==> config.mk <==
export PLATFORM = sky130hd
export DESIGN_NAME = vec_mem_arbiter
export DESIGN_NICKNAME = d
export VERILOG_FILES = /design/src/rtl/vec_mem_pkg.sv /design/src/rtl/vec_mem_arbiter.sv
export SDC_FILE = /design/constraint.sdc
export NUM_CORES = 1
export LEC_CHECK = 0
export ABC_CLOCK_PERIOD_IN_PS = 3450
export CORE_AREA = 4 4 121 123
export CTS_BUF_LIST = sky130_fd_sc_hd__clkbuf_4 sky130_fd_sc_hd__clkbuf_8
export DETAILED_ROUTE_END_ITERATION = 12
export DIE_AREA = 0 0 125 127
export GPL_ROUTABILITY_DRIVEN = 0
export PLACE_DENSITY = 0.7
export SLEW_MARGIN = 25
export SYNTH_ARGS = -nofsm -noshare
export SYNTH_HDL_FRONTEND = slang
export SYNTH_SLANG_ARGS = --single-unit
==> constraint.sdc <==
create_clock -name clk -period 3.45 [get_ports clk]
set_input_delay 0.69 -clock clk [delete_from_list [all_inputs] [get_ports clk]]
set_output_delay 0.69 -clock clk [all_outputs]
set_load 0.005 [all_outputs]
==> src/rtl/vec_mem_pkg.sv <==
// Shared encodings and sizing defaults for the vector memory arbiter.
// The vector LSU reuses the burst/gap defaults when sizing vl into beats.
package vec_mem_pkg;

    localparam int unsigned MAX_BURST_DEF = 16;
    localparam int unsigned GAP_MAX_DEF   = 2;

    typedef enum logic [1:0] {
        ST_IDLE = 2'd0,
        ST_GNT0 = 2'd1,
        ST_GNT1 = 2'd2
    } arb_state_e;

    typedef enum logic [1:0] {
        OWN_NONE = 2'b00,
        OWN_M0   = 2'b01,
        OWN_M1   = 2'b10
    } owner_e;

    function automatic owner_e state_owner(input arb_state_e s);
        case (s)
            ST_GNT0: return OWN_M0;
            ST_GNT1: return OWN_M1;
            default: return OWN_NONE;
        endcase
    endfunction

endpackage

==> src/rtl/vec_mem_arbiter.sv <==
// Two-master round-robin arbiter in front of a single-port word memory,
// with bounded locked bursts for the vector LSU (master 1).
module vec_mem_arbiter
    import vec_mem_pkg::*;
#(
    parameter int unsigned MAX_BURST = MAX_BURST_DEF,
    parameter int unsigned GAP_MAX   = GAP_MAX_DEF
) (
    input  logic        clk,
    input  logic        reset,
    input  logic        m0_valid,
    input  logic        m0_instr,
    input  logic [31:0] m0_addr,
    input  logic [31:0] m0_wdata,
    input  logic [3:0]  m0_wstrb,
    output logic        m0_ready,
    output logic [31:0] m0_rdata,
    input  logic        m1_valid,
    input  logic        m1_lock,
    input  logic [31:0] m1_addr,
    input  logic [31:0] m1_wdata,
    input  logic [3:0]  m1_wstrb,
    output logic        m1_ready,
    output logic [31:0] m1_rdata,
    output logic        mem_valid,
    output logic        mem_instr,
    output logic [31:0] mem_addr,
    output logic [31:0] mem_wdata,
    output logic [3:0]  mem_wstrb,
    input  logic        mem_ready,
    input  logic [31:0] mem_rdata,
    output logic [1:0]  owner
);

    localparam int unsigned BW = $clog2(MAX_BURST + 1);
    localparam int unsigned GW = $clog2(GAP_MAX + 1);

    arb_state_e    state_q;
    logic          rr_last_q;
    logic [BW-1:0] beat_cnt_q;
    logic [GW-1:0] gap_cnt_q;
    logic [BW-1:0] beat_cnt_d;

    assign beat_cnt_d = beat_cnt_q + BW'(1);

    always_ff @(posedge clk) begin
        if (reset) begin
            state_q    <= ST_IDLE;
            rr_last_q  <= 1'b1;
            beat_cnt_q <= '0;
            gap_cnt_q  <= '0;
        end else begin
            unique case (state_q)
                ST_IDLE: begin
                    // On a tie the master that did not complete last wins.
                    if (m0_valid && (!m1_valid || rr_last_q)) begin
                        state_q <= ST_GNT0;
                    end else if (m1_valid) begin
                        state_q    <= ST_GNT1;
                        beat_cnt_q <= '0;
                        gap_cnt_q  <= '0;
                    end
                end
                ST_GNT0: begin
                    if (mem_ready) begin
                        rr_last_q <= 1'b0;
                        state_q   <= ST_IDLE;
                    end
                end
                ST_GNT1: begin
                    if (mem_ready) begin
                        beat_cnt_q <= beat_cnt_d;
                        rr_last_q  <= 1'b1;
                        gap_cnt_q  <= '0;
                        if (!m1_lock || beat_cnt_d == BW'(MAX_BURST)) begin
                            state_q <= ST_IDLE;
                        end
                    end else if (!m1_valid) begin
                        if (!m1_lock || gap_cnt_q == GW'(GAP_MAX - 1)) begin
                            state_q <= ST_IDLE;
                        end else begin
                            gap_cnt_q <= gap_cnt_q + GW'(1);
                        end
                    end else begin
                        gap_cnt_q <= '0;
                    end
                end
                default: state_q <= ST_IDLE;
            endcase
        end
    end

    always_comb begin
        mem_valid = 1'b0;
        mem_instr = 1'b0;
        mem_addr  = '0;
        mem_wdata = '0;
        mem_wstrb = '0;
        m0_ready  = 1'b0;
        m1_ready  = 1'b0;
        unique case (state_q)
            ST_GNT0: begin
                mem_valid = m0_valid;
                mem_instr = m0_instr;
                mem_addr  = m0_addr;
                mem_wdata = m0_wdata;
                mem_wstrb = m0_wstrb;
                m0_ready  = mem_ready;
            end
            ST_GNT1: begin
                mem_valid = m1_valid;
                mem_addr  = m1_addr;
                mem_wdata = m1_wdata;
                mem_wstrb = m1_wstrb;
                m1_ready  = mem_ready;
            end
            default: ;
        endcase
    end

    assign m0_rdata = mem_rdata;
    assign m1_rdata = mem_rdata;
    assign owner    = state_owner(state_q);

endmodule

==> results_dict.tcl <==
set metrics [dict create \
    status "finished clean" \
    rsz0062_at_grt "false" \
    critPathLaunchType "flip-flop" \
    use_met1_pct 10.98 \
    cts_htree_levels 1 \
    fin_area_mm2 0.004134 \
    synth_area_leaders "a22oi_1 23%, buf_4 22%, nor2b_1 20%" \
    nets 631 \
    maxCapViolCount 0 \
    cts_setup_buffers 0 \
    whs_ns 0.5065 \
    postSynthAreaPerCell_um2 7.098 \
    start_util_pct 16.36 \
    p_seq_share_pct 12.5 \
    vias 2734 \
    clockBufferDepth 2 \
    syn-cell-area_mm2 0.002236 \
    die_w_um 125 \
    grt_util_met2_pct 19.39 \
    postRouteAntennaNets 0 \
    netSwitchingFraction_pct 34.92 \
    io_pins 313 \
    grt_pass1_vias 2783 \
    arrival_ns 2.26 \
    clk_latency_ns 0.24 \
    crit_type "reg2out" \
    numCtsBuffers 3 \
    syn_nets 496 \
    io_buffers 216 \
    p_sw_uw 352.3 \
    hpwlAfterDp_um 7687 \
    area_delta_synth_final_pct 84.89 \
    placed_area_mm2 0.004079 \
    synth.yosys.seq_area_share_pct 8.954 \
    intPower_uw 656.5 \
    min_path_type "reg2reg" \
    instances_no_fill 629 \
    yosys_warnings 0 \
    layout-drive-gt1-share_pct 3.786 \
    syn_inst 315 \
    ys_types 32 \
    wire_per_inst_um 15.00 \
    maxSlewHeadroom_pct 69.20 \
    grt_max_degree 51 \
    cts-root-buf "clkbuf_8" \
    numClockSinks 10 \
    p_leak_uw 0.001288 \
    final-setup-viol-count 0 \
    met3_usage_pct 3.554 \
    drc 0 \
    dp.cells 625 \
    grtUsageTotal_pct 10.47 \
    hold_buffers 0 \
    slew_violations 0 \
    wl_um 9436 \
    die_area_mm2 0.01588 \
    fillers 1438 \
    vdd_drop_max_mv 0.1634 \
    cts_tree "built" \
    drt_iter0_drc 78 \
    rows 43 \
    first_pass_iters 4 \
    vias_per_cell 4.347 \
    clk_pin_slew_ns 0.05 \
    fin_worst_skew_ns 0.005496 \
    grt_overflow 0 \
    p_comb_share_pct 72.7 \
    diodes 0 \
    hold_viol_final 0 \
    cp.required_ns 2.76 \
    fin_crit_sh_pct 85.53 \
    dieHeight_um 127 \
    yosysTopAreaCell "a22oi_1" \
    cts_resized 0 \
    cp-end-kind "output port" \
    grt.busiest_layer "met2" \
    power.density_mw_per_mm2 244.0 \
    ys_ff_latch 10 \
    design.core.area_mm2 0.01367 \
    synth_top_cell_area_share_pct 23.17 \
    fin_crit_ns 2.951 \
    power.total_uw 1009 \
    path_max_fanout 50 \
    grt_pass1_wl_um 13870 \
    clkPwrFrac_pct 14.8 \
    setup_tns_ns 0 \
    max_freq_mhz 338.9 \
    antenna_found_initial 0 \
    worstMarginPinSlew_ns 0.4620 \
]
## stage by stage
stage,util [%],setup WS (ns)
global route,30.25,0.3573
global placement,29.85,0.7122
floorplan,-,1.348
CTS,30.25,0.4618
finish,30.25,0.4992
detailed placement,29.85,0.6769
## layer usage
metal  vias to the layer above  routed length, um
met5                         -                  0
met4                         0                301
met3                        32                896
met2                       151               4753
met1                      1247               3484
li1                       1304                  -
## power by group through the flow
stage          Combinational (uW)  Clock (uW)  Sequential [uW]
3_5_place_dp                  741           0              128
4_1_cts                       744         152              126
3_3_place_gp                  728           0              128
5_1_grt                       795         158              127
2_1_floorplan                 420           0              127
6_report                      734         149              126
## layout make-up
cell class	count	area [um^2]	area share, %
timing repair buffer	221	2212	53.51
multi-input combinational	209	1423	34.41
tap	180	225.2	5.448
sequential	10	200.2	4.843
clock buffer	4	55.05	1.332
inverter	5	18.77	0.4540
## cell families after synthesis
| group | synth area share (%) |
|---|---|
| AOI/OAI and AO/OA | 28.99 |
| adders and majority gates | 3.357 |
| buffers and inverters | 27.76 |
| DFF | 8.953 |
| muxes | 0.9513 |
| and+or+nand+nor | 29.99 |
## worst paths after layout
kind,from,endpoint,slack [ns],depth (start not counted)
setup reg to reg,state_q[0],state_q[1],1.41,8
setup / recovery,state_q[0],mem_addr[8],0.50,5
hold reg to reg,gap_cnt_q[1],gap_cnt_q[1],0.51,2
hold / removal,gap_cnt_q[1],gap_cnt_q[1],0.51,2
## synthesized netlist by cell type, drive strengths merged
cell type	instances
buf	73
nor2b	72
a22oi	69
clkbuf	18
nand2	12
dfxtp	10
o21ai	7
a21oi	6
and2	6
ha	6
inv	5
nor2	5
a31oi	3
nand2b	3
nor3	3
nand3	2
nand4	2
or4	2
a211o	1
a211oi	1
a21bo	1
a21boi	1
a21o	1
and3b	1
mux2	1
mux2i	1
nand3b	1
nand4b	1
or2b	1
## worst max-delay path, cell delays in order, from the launching register on
cell and delay (ns):
dfxtp_1 0.38, inv_1 0.09, ha_2 0.55, buf_12 0.24, nor2b_1 0.22, clkdlybuf4s50_1 0.53
## flip-flops by register name (all words and copies together) (netlist names)
| signal | cells |
|---|---|
| beat_cnt_q | 5 |
| gap_cnt_q | 2 |
| rr_last_q | 1 |
| state_q | 2 |
## layout by cell type, fill, tap and decap left out, drive strengths merged, types with 2 or more instances in the layout
cell type / instances
a21oi: 6
a22oi: 69
a31oi: 3
and2: 6
buf: 5
clkbuf: 4
clkdlybuf4s50: 216
dfxtp: 10
ha: 6
inv: 5
nand2: 12
nand2b: 3
nand3: 2
nand4: 2
nor2: 5
nor2b: 72
nor3: 3
o21ai: 7
or4: 2
Note: power is estimated with default switching activity, not from simulation.
